<file path="src/rtl/tx_report_mux.sv">
// tx_report_mux: merges FIFO-buffered echo bytes and atomic "\r"+8-hex-digit reports onto one tx port.
module tx_report_mux #(
  parameter int FIFO_AW = 4,
  parameter int REPEAT_CYCLES = 100000000
) (
  input  logic               clk,
  input  logic               rst,
  input  logic [7:0]         echo_data,
  input  logic               echo_valid,
  input  logic [31:0]        report_value,
  input  logic               report_valid,
  input  logic               tx_busy,
  output logic [7:0]         tx_data,
  output logic               new_tx_data,
  output logic               busy,
  output logic               echo_overflow,
  output logic [FIFO_AW:0]   fifo_count
);
  localparam logic IDLE = 1'b0;
  localparam logic REPORT = 1'b1;
  localparam logic [31:0] RELOAD = 32'(REPEAT_CYCLES - 1);
  logic [7:0] mem [2**FIFO_AW];
  logic [FIFO_AW-1:0] wr_ptr, rd_ptr;
  logic [FIFO_AW:0] count;
  logic state, pending;
  logic [31:0] pend_val, shift, timer;
  logic [3:0] digits;
  logic slot, push, pop, req, start, dig;
  logic [7:0] hex;
  always_comb begin
    slot = !tx_busy && !new_tx_data;
    push = echo_valid && !count[FIFO_AW];
    req = report_valid || (REPEAT_CYCLES > 0 && timer == 32'd0);
    start = state == IDLE && slot && pending;
    pop = state == IDLE && slot && !pending && count != '0;
    dig = state == REPORT && slot;
    hex = shift[31:28] < 4'd10 ? 8'h30 + {4'h0, shift[31:28]} : 8'h57 + {4'h0, shift[31:28]};
  end
  always_ff @(posedge clk)
    if (push) mem[wr_ptr] <= echo_data;
  always_ff @(posedge clk) begin
    if (rst) begin
      tx_data <= 8'h00;
      new_tx_data <= 1'b0;
      echo_overflow <= 1'b0;
      wr_ptr <= '0;
      rd_ptr <= '0;
      count <= '0;
      state <= IDLE;
      pending <= 1'b0;
      pend_val <= 32'd0;
      shift <= 32'd0;
      digits <= 4'd0;
      timer <= RELOAD;
    end else begin
      timer <= req ? RELOAD : timer - 32'd1;
      if (req) pend_val <= report_value;
      // a request in the start cycle keeps pending set for the next report
      pending <= req || (pending && !start);
      if (push) wr_ptr <= wr_ptr + FIFO_AW'(1);
      if (pop) rd_ptr <= rd_ptr + FIFO_AW'(1);
      count <= count + (FIFO_AW+1)'(push) - (FIFO_AW+1)'(pop);
      if (echo_valid && count[FIFO_AW]) echo_overflow <= 1'b1;
      new_tx_data <= start || dig || pop;
      if (start) tx_data <= 8'h0D;
      else if (dig) tx_data <= hex;
      else if (pop) tx_data <= mem[rd_ptr];
      if (start) begin
        shift <= pend_val;
        digits <= 4'd8;
        state <= REPORT;
      end else if (dig) begin
        shift <= shift << 4;
        digits <= digits - 4'd1;
        if (digits == 4'd1) state <= IDLE;
      end
    end
  end
  assign busy = state == REPORT;
  assign fifo_count = count;
endmodule

</file>
<file path="config.mk">
export PLATFORM = sky130hd
export DESIGN_NAME = tx_report_mux
export DESIGN_NICKNAME = d
export VERILOG_FILES = /design/src/rtl/tx_report_mux.sv
export SDC_FILE = /design/constraint.sdc
export NUM_CORES = 1
export LEC_CHECK = 0
export CELL_PAD_IN_SITES_DETAIL_PLACEMENT = 0
export CELL_PAD_IN_SITES_GLOBAL_PLACEMENT = 1
export CORE_UTILIZATION = 46
export CTS_BUF_LIST = sky130_fd_sc_hd__clkbuf_8
export CTS_CLUSTER_SIZE = 8
export DETAILED_ROUTE_END_ITERATION = 10
export PLACE_DENSITY = 0.85
export RECOVER_POWER = 50
export SLEW_MARGIN = 20
export SYNTH_ARGS = -nofsm -noshare
export SYNTH_HDL_FRONTEND = slang
export SYNTH_SLANG_ARGS = --single-unit
</file>
<file path="constraint.sdc">
create_clock -name clk -period 2.8 [get_ports clk]
set_input_delay 0.7 -clock clk [delete_from_list [all_inputs] [get_ports clk]]
set_output_delay 0.7 -clock clk [all_outputs]
set_load 0.02 [all_outputs]
</file>
# Word-level counts from Yosys, hierarchy flattened
# Memory sizes are Yosys's and may differ from the RTL's. A register that Yosys moved wholly into a read port is not among the register bits.
# Index checks and enable logic that the tools add are counted.
# op_classes
n_eq_ne,1
n_mux,15
n_reduce_logical,27
n_lt_le_gt_ge,1
bitwise,1
n_addsub,8
# ops
operator,count
$mux 32,2
$logic_not 32->1,1
$sub 32x1->32 const B,1
$mux 8,3
$mux 4,5
$logic_and 1x1->1,9
$add 4x1->4 const B,2
$add 7x4->8 const A,1
$add 6x4->7 const A,1
$reduce_bool 2->1,3
$add 5x1->5,1
$logic_not 1->1,5
$mux 1,5
$reduce_bool 5->1,1
$sub 5x1->5,1
$eq 4x1->1 const B,1
$logic_or 1x1->1,4
$lt 4x4->1 const B,1
$reduce_or 2->1,2
$sub 4x1->4 const B,1
$reduce_bool 3->1,1
$reduce_and 2->1,1
$not 1->1,1
# word_totals
n_memories,1
out_inout_bits,16
ram_bits,128
ff_bits,125
# memory_table
memory,depth,width,rd,rd_clocked_by_memory_dff,write_ports,line,text
mem,16,8,1,1,1,22,logic [7:0] mem [2**FIFO_AW];

# Depth between registers and ports, before layout
# Gate-level depths: netlist (run 1).
# depth
word_depth,8
mapped_depth,15
ltp_nobuf,14

# Worst setup path before layout (run 1)
# OpenSTA, ideal clock, no wires.
# synth_path
path_kind,input -> register
start,input tx_busy
end,"register count[4], in the netlist fifo_count[4]"
required_time_ns,2.672
arrival_ns,2.884
stages,13
n_path_buf,1
setup_slack_ns,-0.211
setup_time_ns,0.128
path_cell_list,or3_1 -> or3_1 -> clkbuf_1 -> inv_2 -> ha_1 -> inv_1 -> ha_1 -> fa_1 -> a21oi_1 -> nor2_1 -> nor2_1 -> xnor2_1 -> nor2_1
# synth_via
elab_chain_cells,6
# synth_rtl
item,line,text
from (decl),12,"input logic tx_busy,"
$logic_not 1->1,31,slot = !tx_busy && !new_tx_data;
$logic_and 1x1->1,31,
$logic_and 1x1->1 (3 in series),35,pop = state == IDLE && slot && !pending && count != '0;
via pop,28,"logic slot, push, pop, req, start, dig;"
$sub 5x1->5,62,count <= count + (FIFO_AW+1)'(push) - (FIFO_AW+1)'(pop);
to (signal assigned),62,
to (decl),24,logic [FIFO_AW:0] count;
# The timed path passes the listed nets, and every way through them passes these cells.
# A chain may end at the register's enable or synchronous reset.

# Final worst setup path (run 1)
# Ends and elaborated chain as after synthesis.

==> results of run 1 <==
power by group through the flow:
stage | combinational (W) | sequential, W | clock [W]
after floorplan | 0.000867 | 0.00437 | 0
after global placement | 0.00144 | 0.00433 | 0
after detailed placement | 0.00146 | 0.00433 | 0
after CTS | 0.00147 | 0.00426 | 0.00290
after global routing | 0.00160 | 0.00428 | 0.00306
final | 0.00146 | 0.00426 | 0.00282
state kept, by name, summed over array words and instances (netlist names), named ones only:
signal	cells
mem	128
pend_val	32
shift	32
timer	32
tx_data	8
fifo_count	5
digits	4
rd_ptr	4
wr_ptr	4
busy	1
echo_overflow	1
new_tx_data	1
pending	1
logic make-up after synthesis:
family                     synth area share (%)
DFF                                       61.49
and+or+nand+nor                           12.51
muxes                                     10.52
AOI/OAI and AO/OA                         8.141
buffers and inverters                     2.717
adders and majority gates                 2.107
xor gates and xnor gates                  2.514
through the flow:
step / utilization, % / hold WS (ns) / power, W / instance area [um2]
floorplan: - / 0.3710 / 0.005236 / 10480
global placement: 52.81 / 0.3814 / 0.005767 / 11630
detailed placement: 52.81 / 0.3880 / 0.005796 / 11630
CTS: 56.11 / 0.4004 / 0.008635 / 12360
global route: 55.85 / 0.4291 / 0.008935 / 12300
finish: 55.85 / 0.3947 / 0.008528 / 12300
area by class of cell:
cell class,count,area (um2)
Fill cell,1851,9724
Sequential cell,257,6427
Multi-Input combinational cell,530,3769
Timing Repair Buffer,115,957.2
Clock buffer,44,605.6
Tap cell,280,350.3
Clock inverter,25,113.9
Inverter,19,78.83
worst max-delay path, cell delays in order:
cell and delay (ns):
clkdlybuf4s50_1 0.42, or3_4 0.38, or3_4 0.38, inv_8 0.06
ha_1 0.11, inv_1 0.04, ha_2 0.18, fa_2 0.37
a21oi_2 0.12, nor2_1 0.05, nor2_1 0.11, xnor2_1 0.12
nor2_1 0.05
path summary, 6_finish.rpt:
| check | slack [ns] | depth (start not counted) | endpoint |
|---|---|---|---|
| worst max-delay path | 0.12 | 13 | fifo_count[4] |
| worst min-delay path | 0.39 | 1 | timer[0] |
| worst max register to register | 0.22 | 14 | fifo_count[4] |
| worst min register to register | 0.39 | 1 | timer[0] |
placed cells by master, fill, tap and decap left out, types with 10 or more instances in the layout:
master,n
dfxtp_1,128
edfxtp_1,128
nor2_1,93
nand2_1,77
clkdlybuf4s50_1,50
a21oi_1,47
clkbuf_8,44
mux2i_1,39
inv_1,37
buf_4,37
mux4_2,31
a22oi_1,29
nor3_1,26
nand3_1,21
xnor2_1,21
o21ai_0,19
nor4_1,19
clkbuf_1,17
ha_1,15
nor2b_1,10
per-layer routing:
layer / vias to the layer above / GRT usage (%) / part of all wire (%) / routed length, um
met3: 47 / 3.641 / 5.8 / 1300
met2: 196 / 32.39 / 48 / 10870
met1: 3375 / 25.36 / 43 / 9816
li1: 3362 / - / - / -
met5: - / 0 / 0 / 0
met4: 0 / 7.600 / 2.7 / 613
timing repair:
action	CTS	global route
pin swaps	0	1
resized for setup	1	2
endpoints found under the setup margin	2	1
==> results.sh, run 1 <==
export IMPL_status="finished, violations left"
export IMPL_violations="DRC"
export IMPL_post_route_drc_count=3
export IMPL_syn_to_final_growth_pct=17.71
export IMPL_synthTopCellsByArea="edfxtp_1, dfxtp_1, mux4_2"
export IMPL_die_h_um=152.7
export IMPL_port_buffers=60
export IMPL_peakVddDrop_mv=0.5794
export IMPL_synth_largest_area_cell="edfxtp_1"
export IMPL_dp_hpwl_mm=14.86
export IMPL_dpl_cell_count=1201
export IMPL_startpoint_type="primary input"
export IMPL_drt_vias_per_instance=5.496
export IMPL_cts_buffers=41
export IMPL_wl_mm=22.60
export IMPL_crit_start="tx_busy"
export IMPL_drive_above_1_share_pct=13.84
export IMPL_synth_top_area_share_pct=36.78
export IMPL_slew_headroom_pct=26.76
export IMPL_dr_pass1_iters=10
export IMPL_ys_warn_count=0
export IMPL_wl_per_cell_um=17.80
export IMPL_track_usage_pct=19.51
export IMPL_power_switching_w=0.002240
export IMPL_fmax_mhz=372.7
export IMPL_clkPwrFrac_pct=33.0
export IMPL_ys_seq_area_share_pct=61.49
export IMPL_arrival_ns=3.08
export IMPL_cts_buffer_depth=3
export IMPL_post_synth_top_count_cell="dfxtp_1"
export IMPL_grt_max_degree=75
export IMPL_root_buffer="clkbuf_8"
export IMPL_ys_types=62
export IMPL_path_clk_slew_ns=0.06
export IMPL_worst_pin_slew_ns=1.097
export IMPL_drv_slew=0
export IMPL_required_ns=3.20
export IMPL_std_cell_rows=54
export IMPL_final_cells=1270
export IMPL_hold_path_class="reg2reg"
export IMPL_post_synth_cell_area_avg_um2=12.21
export IMPL_ant_nets=0
export IMPL_fin_skew_ns=0.02373
export IMPL_worstSkewPairLatency_ns=0.54
export IMPL_diodes=0
export IMPL_cts_setup_buffers=0
export IMPL_synth_enable_flop_cells=128
export IMPL_initial_core_util_pct=47.45
export IMPL_first_global_vias=7033
export IMPL_maxCapViolCount=0
export IMPL_tns_ns=0
export IMPL_dr_first_iter_drc_count=501
export IMPL_reg2reg_from="fifo_count[3]"
export IMPL_die_area_um2=23330
export IMPL_cts_tree="done"
export IMPL_setup_slack_ns=0.1172
export IMPL_grt_pass1_wl_mm=35.82
export IMPL_cp_end_kind="register"
export IMPL_syn_nets=918
export IMPL_syn_area_um2=10450
export IMPL_dieWidth_um=152.7
export IMPL_criticalPathCategory="in2reg"
export IMPL_synth_seq_cells=257
export IMPL_synthArstFlopShare_pct=0
export IMPL_fin_nets=1026
export IMPL_setup_viol=0
export IMPL_cts_max_level=2
export IMPL_cts_hold_buf=0
export IMPL_min_from="timer[0]"
export IMPL_cts_sinks=257
export IMPL_fin_crit_sh_pct=95.82
export IMPL_core_um2=22030
export IMPL_io_pins=61
export IMPL_vias=6980
export IMPL_leakagePower_nw=4.237
export IMPL_netlist_instances=856
export IMPL_powerDensity_nw_per_um2=693.2
export IMPL_gp_congestion=0.8223
export IMPL_place_ws_ns=-0.5277
export IMPL_cp_max_fo=2
export IMPL_seqPwrFrac_pct=49.9
export IMPL_yosys_most_used_dff="dfxtp_1"
export IMPL_synth_common_cells="dfxtp_1, edfxtp_1, nor2_1, nand2_1, a21oi_1"
export IMPL_power_frac_comb_pct=17.1
export IMPL_grt_overflow=0
export IMPL_rsz0062_at_grt="false"
export IMPL_swShare_pct=26.27
export IMPL_antenna_found_initial=0
export IMPL_hold_viol=0
export IMPL_finalCriticalPeriod_ns=2.683
export IMPL_p_int_w=0.006287
(Power assumes the default switching activity.)
==> run 2, diff against run 1 <==
Settings changed: ABC_CLOCK_PERIOD_IN_PS from default to 2800.
==> results of run 2 <==
Final layout, timing and power as in run 1 (identical DEF).
==> run 3, diff against run 2 <==
Settings changed: CORE_ASPECT_RATIO from default to 0.75, CTS_CLUSTER_SIZE 8 to default.
==> results.sh, run 3 (synthesized netlist as in run 1, its figures left out) <==
export IMPL_hold_path_class="reg2reg"
export IMPL_powerDensity_nw_per_um2=690.3
export IMPL_io_pins=61
export IMPL_dr_pass1_iters=5
export IMPL_layout_common_cells="edfxtp_1, dfxtp_1, nor2_1"
export IMPL_fin_nets=1020
export IMPL_path_clk_slew_ns=0.06
export IMPL_place_ws_ns=-0.5035
export IMPL_dp_hpwl_mm=15.05
export IMPL_setup_viol=0
export IMPL_grt_pass1_wl_mm=36.74
export IMPL_port_buffers=60
export IMPL_fin_crit_sh_pct=96.53
export IMPL_track_usage_pct=20.20
export IMPL_die_h_um=132.5
export IMPL_slew_headroom_pct=53.92
export IMPL_arrival_ns=3.11
export IMPL_drive_above_1_share_pct=14.15
export IMPL_ant_nets=0
export IMPL_cp_end_kind="register"
export IMPL_std_cell_rows=47
export IMPL_tns_ns=0
export IMPL_leakagePower_nw=4.221
export IMPL_drt_vias_per_instance=5.489
export IMPL_root_buffer="clkbuf_8"
export IMPL_grt_max_degree=97
export IMPL_post_route_drc_count=0
export IMPL_cts_tree="done"
export IMPL_largest_register_ffs=128
export IMPL_top_register="mem"
export IMPL_vias=7004
export IMPL_cts_max_level=2
export IMPL_cp_max_fo=2
export IMPL_syn_to_final_growth_pct=17.75
export IMPL_wl_mm=22.90
export IMPL_finalCriticalPeriod_ns=2.703
export IMPL_cts_sinks=257
export IMPL_dieWidth_um=176.1
export IMPL_die_area_um2=23330
export IMPL_fmax_mhz=370.0
export IMPL_criticalPathCategory="in2reg"
export IMPL_cts_hold_buf=0
export IMPL_grt_overflow=0
export IMPL_drv_slew=0
export IMPL_layout_commonest_cell="edfxtp_1"
export IMPL_cts_buffers=39
export IMPL_diodes=0
export IMPL_worstSkewPairLatency_ns=0.55
export IMPL_maxCapViolCount=0
export IMPL_initial_core_util_pct=47.14
export IMPL_dr_first_iter_drc_count=748
export IMPL_first_global_vias=6724
export IMPL_hold_viol=0
export IMPL_required_ns=3.21
export IMPL_cts_buffer_depth=3
export IMPL_cts_setup_buffers=0
export IMPL_peakVddDrop_mv=0.5233
export IMPL_status="finished, final reports clean"
export IMPL_antenna_found_initial=0
export IMPL_holdWs_ns=0.4144
export IMPL_gp_congestion=0.8689
export IMPL_setup_slack_ns=0.09721
export IMPL_wl_per_cell_um=17.95
export IMPL_fin_skew_ns=0.03216
export IMPL_rsz0062_at_grt="false"
export IMPL_startpoint_type="primary input"
export IMPL_core_um2=22170
export IMPL_worst_pin_slew_ns=0.6912
[run 3: per-stage QoR]
step                      area (um2)  power, W  utilization [%]  instances
after global placement         11640  0.005803            52.53       1211
after detailed placement       11650  0.005827            52.54       1211
after CTS                      12330  0.008585            55.63       1276
after floorplan                10480  0.005236                -        856
after global routing           12310  0.008897            55.51       1276
final                          12310  0.008495            55.51       1276
[run 3: report_power, final]
group / switching [W] / internal (W)
clock network: 0.00140 / 0.00134
logic: 0.000759 / 0.000739
registers: 0.000122 / 0.00413
total: 0.00228 / 0.00621
[run 3: worst paths after layout]
kind / from / depth (start not counted) / to / slack [ns]
min reg2reg: timer[0] / 1 / timer[0] / 0.41
max reg2reg: fifo_count[3] / 15 / fifo_count[4] / 0.15
max: tx_busy / 13 / fifo_count[4] / 0.1
min: timer[0] / 1 / timer[0] / 0.41
[run 3: critical path: stages]
cell             delay [ns]
clkdlybuf4s50_1        0.42
or3_1                  0.37
or3_4                  0.38
inv_8                  0.07
ha_1                   0.11
inv_1                  0.04
ha_2                   0.18
fa_2                   0.38
a21oi_2                0.13
nor2_1                 0.05
nor2_1                 0.12
xnor2_1                0.13
nor2_1                 0.05
[run 3: cell type report]
type | instances | area [um2]
Fill cell | 1830 | 9863
Sequential cell | 257 | 6429
Multi-Input combinational cell | 530 | 3772
Timing Repair Buffer | 111 | 980.9
Clock buffer | 40 | 550.5
Tap cell | 294 | 367.9
Clock inverter | 25 | 127.6
Inverter | 19 | 78.83
[run 3: what timing repair did]
item	in CTS	in global routing
pin swaps	0	0
endpoints found under the setup margin	1	1
resized for setup	1	2
[run 3: per-layer routing]
layer	up-vias	global-route usage [%]	routed length (um)
met1	3348	29.95	10600
met5	-	0	0
li1	3355	-	-
met2	269	29.55	10130
met4	0	6.425	392
met3	32	4.167	1778
